$ cat config.mk
export PLATFORM = sky130hd
export DESIGN_NAME = i2c_target_regfile
export DESIGN_NICKNAME = d
export VERILOG_FILES = /design/src/rtl/i2c_target_regfile.sv
export SDC_FILE = /design/constraint.sdc
export NUM_CORES = 1
export LEC_CHECK = 0
export BUFFER_PORTS_ARGS = -buffer_cell sky130_fd_sc_hd__buf_2
export CORE_MARGIN = 5
export CORE_UTILIZATION = 54
export CTS_BUF_LIST = sky130_fd_sc_hd__clkbuf_4 sky130_fd_sc_hd__clkbuf_8
export DETAILED_ROUTE_END_ITERATION = 10
export PLACE_DENSITY = 0.71
export SETUP_SLACK_MARGIN = 0.4
export SYNTH_ARGS = -nofsm -noshare
export SYNTH_HDL_FRONTEND = slang
export SYNTH_SLANG_ARGS = --single-unit
$ cat constraint.sdc
create_clock -name clk_i -period 5.9 [get_ports clk_i]
set_input_delay 0.885 -clock clk_i [delete_from_list [all_inputs] [get_ports clk_i]]
set_output_delay 0.885 -clock clk_i [all_outputs]
set_load 0.03 [all_outputs]
$ cat src/rtl/i2c_target_regfile.sv
// I2C target with a byte-wide register file and a parallel host port.
// Define I2C_TARGET_GLITCH_FILTER_EN to add a 3-sample filter on SCL/SDA.
module i2c_target_regfile #(
   parameter logic [6:0]  DEV_ADDR = 7'h50,
   parameter int unsigned NUM_REGS = 16
) (
   input  logic                        clk_i,
   input  logic                        rst_i,
   input  logic                        scl_i,
   input  logic                        sda_i,
   output logic                        sda_oe_o,
   input  logic [$clog2(NUM_REGS)-1:0] reg_addr_i,
   input  logic                        reg_we_i,
   input  logic [7:0]                  reg_wdata_i,
   output logic [7:0]                  reg_rdata_o,
   output logic                        wr_evt_o,
   output logic [$clog2(NUM_REGS)-1:0] wr_evt_addr_o,
   output logic                        busy_o
);
   localparam int unsigned AW = $clog2(NUM_REGS);

   typedef enum logic [3:0] {
      StIdle, StAddr, StAddrAck, StPtr, StPtrAck,
      StWrData, StWrAck, StRdData, StRdMack, StWait
   } state_e;

   logic scl_s1_q, scl_s2_q, sda_s1_q, sda_s2_q, scl_prev_q, sda_prev_q;
   logic scl_f, sda_f;

   always_ff @(posedge clk_i) begin
      if (rst_i) begin
         scl_s1_q   <= 1'b1;
         scl_s2_q   <= 1'b1;
         sda_s1_q   <= 1'b1;
         sda_s2_q   <= 1'b1;
         scl_prev_q <= 1'b1;
         sda_prev_q <= 1'b1;
      end else begin
         scl_s1_q   <= scl_i;
         scl_s2_q   <= scl_s1_q;
         sda_s1_q   <= sda_i;
         sda_s2_q   <= sda_s1_q;
         scl_prev_q <= scl_f;
         sda_prev_q <= sda_f;
      end
   end

`ifdef I2C_TARGET_GLITCH_FILTER_EN
   logic [1:0] scl_h_q, sda_h_q;

   always_ff @(posedge clk_i) begin
      if (rst_i) begin
         scl_h_q <= 2'b11;
         sda_h_q <= 2'b11;
      end else begin
         scl_h_q <= {scl_h_q[0], scl_s2_q};
         sda_h_q <= {sda_h_q[0], sda_s2_q};
      end
   end

   // The previous filtered value doubles as the hold value until 3 samples agree.
   assign scl_f = (scl_s2_q == scl_h_q[0] && scl_h_q[0] == scl_h_q[1]) ? scl_s2_q : scl_prev_q;
   assign sda_f = (sda_s2_q == sda_h_q[0] && sda_h_q[0] == sda_h_q[1]) ? sda_s2_q : sda_prev_q;
`else
   assign scl_f = scl_s2_q;
   assign sda_f = sda_s2_q;
`endif

   logic scl_rise, scl_fall, start_det, stop_det;
   assign scl_rise  = scl_f & ~scl_prev_q;
   assign scl_fall  = ~scl_f & scl_prev_q;
   assign start_det = scl_f & scl_prev_q & ~sda_f & sda_prev_q;
   assign stop_det  = scl_f & scl_prev_q & sda_f & ~sda_prev_q;

   state_e          state_q, state_d;
   logic [2:0]      cnt_q, cnt_d;
   logic [7:0]      sh_q, sh_d;
   logic [AW-1:0]   ptr_q, ptr_d, ptr_inc;
   logic            rw_q, rw_d, mack_q, mack_d, oe_q, oe_d, busy_q, busy_d, evt_q, evt_d;
   logic [AW-1:0]   evt_addr_q, evt_addr_d;
   logic [7:0]      rdata_q;
   logic [7:0]      regs_q [NUM_REGS];
   logic [7:0]      regs_d [NUM_REGS];
   logic [7:0]      rx_byte;

   assign rx_byte = {sh_q[6:0], sda_f};
   assign ptr_inc = ptr_q + 1'b1;

   always_comb begin
      state_d    = state_q;
      cnt_d      = cnt_q;
      sh_d       = sh_q;
      ptr_d      = ptr_q;
      rw_d       = rw_q;
      mack_d     = mack_q;
      oe_d       = oe_q;
      busy_d     = busy_q;
      evt_d      = 1'b0;
      evt_addr_d = evt_addr_q;
      regs_d     = regs_q;
      if (reg_we_i) regs_d[reg_addr_i] = reg_wdata_i;
      // I2C commit below is assigned last so it wins a same-register collision.
      if (start_det) begin
         state_d = StAddr;
         cnt_d   = '0;
         oe_d    = 1'b0;
      end else if (stop_det) begin
         state_d = StIdle;
         oe_d    = 1'b0;
         busy_d  = 1'b0;
      end else begin
         case (state_q)
            StAddr: if (scl_rise) begin
               sh_d  = rx_byte;
               cnt_d = cnt_q + 3'd1;
               if (cnt_q == 3'd7) begin
                  if (rx_byte[7:1] == DEV_ADDR) begin
                     state_d = StAddrAck;
                     rw_d    = rx_byte[0];
                     busy_d  = 1'b1;
                  end else begin
                     state_d = StIdle;
                     busy_d  = 1'b0;
                  end
               end
            end
            // First fall drives the ACK low, the second fall ends the ACK clock.
            StAddrAck, StPtrAck, StWrAck: if (scl_fall) begin
               cnt_d = '0;
               if (!oe_q) begin
                  oe_d = 1'b1;
               end else if (state_q == StAddrAck && rw_q) begin
                  sh_d    = regs_q[ptr_q];
                  oe_d    = ~regs_q[ptr_q][7];
                  state_d = StRdData;
               end else begin
                  oe_d    = 1'b0;
                  state_d = StWrData;
               end
            end
            StPtr: if (scl_rise) begin
               sh_d  = rx_byte;
               cnt_d = cnt_q + 3'd1;
               if (cnt_q == 3'd7) begin
                  ptr_d   = rx_byte[AW-1:0];
                  state_d = StPtrAck;
               end
            end
            StWrData: if (scl_rise) begin
               sh_d  = rx_byte;
               cnt_d = cnt_q + 3'd1;
               if (cnt_q == 3'd7) begin
                  regs_d[ptr_q] = rx_byte;
                  evt_d         = 1'b1;
                  evt_addr_d    = ptr_q;
                  ptr_d         = ptr_inc;
                  state_d       = StWrAck;
               end
            end
            StRdData: begin
               if (scl_rise) begin
                  cnt_d = cnt_q + 3'd1;
                  if (cnt_q == 3'd7) begin
                     state_d = StRdMack;
                     mack_d  = 1'b0;
                  end
               end else if (scl_fall) begin
                  sh_d = {sh_q[6:0], 1'b0};
                  oe_d = ~sh_q[6];
               end
            end
            StRdMack: begin
               if (scl_rise) begin
                  if (sda_f) begin
                     state_d = StWait;
                  end else begin
                     ptr_d  = ptr_inc;
                     sh_d   = regs_q[ptr_inc];
                     mack_d = 1'b1;
                  end
               end else if (scl_fall) begin
                  if (mack_q) begin
                     oe_d    = ~sh_q[7];
                     cnt_d   = '0;
                     state_d = StRdData;
                  end else begin
                     oe_d = 1'b0;
                  end
               end
            end
            StIdle, StWait: ;
            default: state_d = StIdle;
         endcase
      end
      // The pointer phase follows the address ACK of a write.
      if (state_q == StAddrAck && state_d == StWrData) state_d = StPtr;
   end

   always_ff @(posedge clk_i) begin
      if (rst_i) begin
         state_q    <= StIdle;
         cnt_q      <= '0;
         sh_q       <= '0;
         ptr_q      <= '0;
         rw_q       <= 1'b0;
         mack_q     <= 1'b0;
         oe_q       <= 1'b0;
         busy_q     <= 1'b0;
         evt_q      <= 1'b0;
         evt_addr_q <= '0;
         rdata_q    <= '0;
         for (int i = 0; i < NUM_REGS; i++) regs_q[i] <= '0;
      end else begin
         state_q    <= state_d;
         cnt_q      <= cnt_d;
         sh_q       <= sh_d;
         ptr_q      <= ptr_d;
         rw_q       <= rw_d;
         mack_q     <= mack_d;
         oe_q       <= oe_d;
         busy_q     <= busy_d;
         evt_q      <= evt_d;
         evt_addr_q <= evt_addr_d;
         rdata_q    <= regs_q[reg_addr_i];
         regs_q     <= regs_d;
      end
   end

   assign sda_oe_o      = oe_q;
   assign reg_rdata_o   = rdata_q;
   assign wr_evt_o      = evt_q;
   assign wr_evt_addr_o = evt_addr_q;
   assign busy_o        = busy_q;

endmodule

==> impl_metrics.json <==
{
  "synth_edf_count": 0,
  "yosys.area.top_type_share": 0.303,
  "final_layout_size_suffix_gt1_frac": 0.235,
  "cp.arrival_ps": 3960,
  "grt_max_degree": 105,
  "p_clk_frac": 0.362,
  "wl_per_cell_um": 25.5,
  "clk_latency_ps": 460,
  "fin_area_mm2": 0.0116,
  "yosysSeqAreaShare": 0.303,
  "wl_mm": 33.3,
  "cts_setup_buffers": 0,
  "grt_pass1_wl_mm": 52.4,
  "synth_cell_type_count": 67,
  "fin_crit_ps": 3660,
  "grt.total_usage": 0.280,
  "ys_warn_count": 0,
  "ctsResizeCount": 0,
  "ys.flop_type": "dfxtp_1",
  "synth_cells": 1081,
  "synth-seq-cells": 170,
  "die_y_um": 154,
  "fin_crit_sh": 0.621,
  "place_ws_ps": 2310,
  "vias": 9224,
  "setup_tns_ps": 0,
  "power_switching_mw": 0.577,
  "synthArstFlopShare": 0,
  "whs_ps": 416,
  "drt-pass1-iter-count": 5,
  "worstPathMaxFanout": 22,
  "io_buffers": 31,
  "hold_buffers": 0,
  "pin_count": 32,
  "antenna_found_initial": 1,
  "syn_area_per_cell_um2": 10.4,
  "overflow": 0,
  "comb_power_share": 0.083,
  "ant_nets": 0,
  "clock_path_buffers": 2,
  "critPathRequiredTime_ps": 6190,
  "gp_congestion": 0.932,
  "worstMarginPinSlew_ps": 1170,
  "slew_headroom": 0.221,
  "p_int_mw": 1.58,
  "post_dp_cell_area_mm2": 0.0113,
  "utilization": 0.570,
  "die_area_mm2": 0.0238,
  "cts_tree": "yes",
  "p_per_area_mw_per_mm2": 186,
  "clkTransAtPathRegs_ps": 90,
  "cts_root_buf": "clkbuf_8",
  "htree_levels": 4,
  "syn_nets": 1104,
  "drc_errors": 0,
  "irDropWorstVdd_mv": 0.128,
  "syn_area_mm2": 0.0112,
  "min_from": "sda_s1_q$_SDFF_PP1_",
  "grt_pass1_vias": 8835,
  "first_iter_violations": 1041,
  "p_sw_frac": 0.268,
  "rows": 52,
  "synth_top_cell_by_area": "dfxtp_1",
  "reg2reg_depth": 6,
  "rsz0062_at_grt": "false",
  "area_growth_pct": 3.47,
  "numCtsBuffers": 17,
  "holdCritPathClass": "reg2reg",
  "start_util": 0.551,
  "cp-end-kind": "flip-flop",
  "dieWidth_um": 154,
  "holdPathEnd": "sda_f$_SDFF_PP1_",
  "hold_violations": 0,
  "pwr-share-seq": 0.555,
  "fmax_ghz": 0.273,
  "setup_viol": 0,
  "viasPerCell": 7.05,
  "crit_type": "reg2reg",
  "timing.rr.end": "regs_q[6]$_SDFF_PP0_",
  "reg2reg_slack_ps": 2240,
  "outcome": "complete, no violations",
  "fin_skew_ps": 10.3,
  "r2r-start": "state_q[0]$_SDFF_PP0_",
  "drv_slew": 0,
  "hold_path_depth": 1,
  "cap_violations": 0,
  "core_area_mm2": 0.0204,
  "setup_ws_ps": 2240,
  "nNetsFinal": 1051,
  "power_leakage_nw": 4.13,
  "startpoint_type": "flip-flop",
  "dpl.hpwl_mm": 22.3,
  "synth_area_leaders": "dfxtp_1, mux4_2, mux2i_1",
  "diodes": 0,
  "cts.sinks": 170
}
registers in the layout (all words and copies together) (netlist names):
signal and cells:
state_q 4, reg_rdata_o 8, scl_prev_q 1, sh_q 8, ptr_q 4, scl_s1_q 1, sda_prev_q 1, sda_oe_o 1
sda_f 1, wr_evt_o 1, mack_q 1, rw_q 1, scl_f 1, cnt_q 3, sda_s1_q 1, wr_evt_addr_o 4
busy_o 1, regs_q 128
cells in the mapped netlist (3+ instances only):
| library cell | number |
|---|---|
| nand4_1 | 20 |
| clkbuf_1 | 56 |
| nand2_1 | 31 |
| inv_1 | 9 |
| nand2b_1 | 10 |
| a311oi_1 | 13 |
| nor3_1 | 4 |
| buf_6 | 6 |
| nor2b_1 | 17 |
| mux2i_1 | 134 |
| nand3b_1 | 5 |
| a311oi_2 | 3 |
| ha_1 | 6 |
| o21ai_0 | 4 |
| nand3_2 | 14 |
| mux2_2 | 18 |
| nor3_4 | 4 |
| a21o_1 | 3 |
| or2_2 | 6 |
| mux4_2 | 106 |
| buf_4 | 5 |
| a21oi_1 | 36 |
| a211oi_1 | 122 |
| a31oi_1 | 3 |
| nand3_1 | 24 |
| dfxtp_1 | 170 |
| a221oi_1 | 3 |
| and2_1 | 3 |
| buf_1 | 8 |
| nor3_2 | 3 |
| o21bai_1 | 8 |
| nor2_1 | 151 |
| buf_2 | 36 |
how the worst max path moves through the flow:
| stage | from | to | slack [ps] | cells after the start |
|---|---|---|---|---|
| CTS | ptr_q[1]$_SDFFE_PP0P_ | sh_q[7]$_SDFFE_PP0P_ | 2320 | 7 |
| global route | state_q[0]$_SDFF_PP0_ | regs_q[32]$_SDFF_PP0_ | 1960 | 6 |
| detailed placement | ptr_q[1]$_SDFFE_PP0P_ | sh_q[7]$_SDFFE_PP0P_ | 2310 | 7 |
| floorplan | ptr_q[0]$_SDFFE_PP0P_ | sh_q[6]$_SDFFE_PP0P_ | 2860 | 11 |
| finish | state_q[0]$_SDFF_PP0_ | regs_q[6]$_SDFF_PP0_ | 2240 | 6 |
| global placement | ptr_q[1]$_SDFFE_PP0P_ | sh_q[7]$_SDFFE_PP0P_ | 2400 | 7 |
final cells by class:
type	count	area [µm²]
sequential	170	3410
inverter	9	33.8
fill	1707	8750
multi-input combinational	789	7250
timing repair buffer	41	233
clock buffer	22	272
tap	270	338
clock inverter	8	75.1
power by group through the flow:
stage	sequential (mW)	combinational, mW	clock, mW
after floorplan	1.20	0.144	0
after global placement	1.22	0.174	0
after detailed placement	1.22	0.177	0
after CTS	1.19	0.177	0.785
after global routing	1.20	0.191	0.832
final	1.20	0.179	0.779
metrics by stage:
stage | power [mW] | std cells
2_1_floorplan | 1.34 | 1081
3_3_place_gp | 1.39 | 1279
3_5_place_dp | 1.40 | 1279
4_1_cts | 2.16 | 1309
5_1_grt | 2.22 | 1309
6_report | 2.16 | 1309
cell families (layout without fill, tap and decap cells):
group	Yosys count	after routing	share of synthesized area
AOI/OAI and AO/OA	212	212	0.142
and+or+nand+nor	309	309	0.143
DFF	170	170	0.303
buffers and inverters	122	80	0.0507
xor gates and xnor gates	4	4	0.00379
adders and majority gates	6	6	0.00669
muxes	258	258	0.350
per-layer routing:
layer,up-vias,part of all wire,track usage
met3,90,0.090,0.0540
met2,562,0.48,0.456
met5,-,0.00021,0
li1,4055,-,-
met1,4515,0.40,0.378
met4,2,0.031,0.0913
critical path: stages, from the launching register on:
cell and delay (ps):
dfxtp_1 710, nand2b_1 720, nor4_4 800, buf_4 390, nand3_1 520, nor2_1 260
a211oi_1 80
cells in the final DEF (no fill, tap or decap), types with 9 or more instances in the layout:
cell,instances
nand4_1,20
buf_4,11
nand2b_1,10
a21oi_1,36
nand2_1,31
a311oi_1,13
dfxtp_1,168
mux2i_1,134
inv_1,9
nor2_1,151
nand3_2,14
nand3_1,24
clkbuf_8,17
mux2_2,18
nor2b_1,17
a211oi_1,122
mux4_2,106
buf_2,30
(Power assumes the default switching activity.)
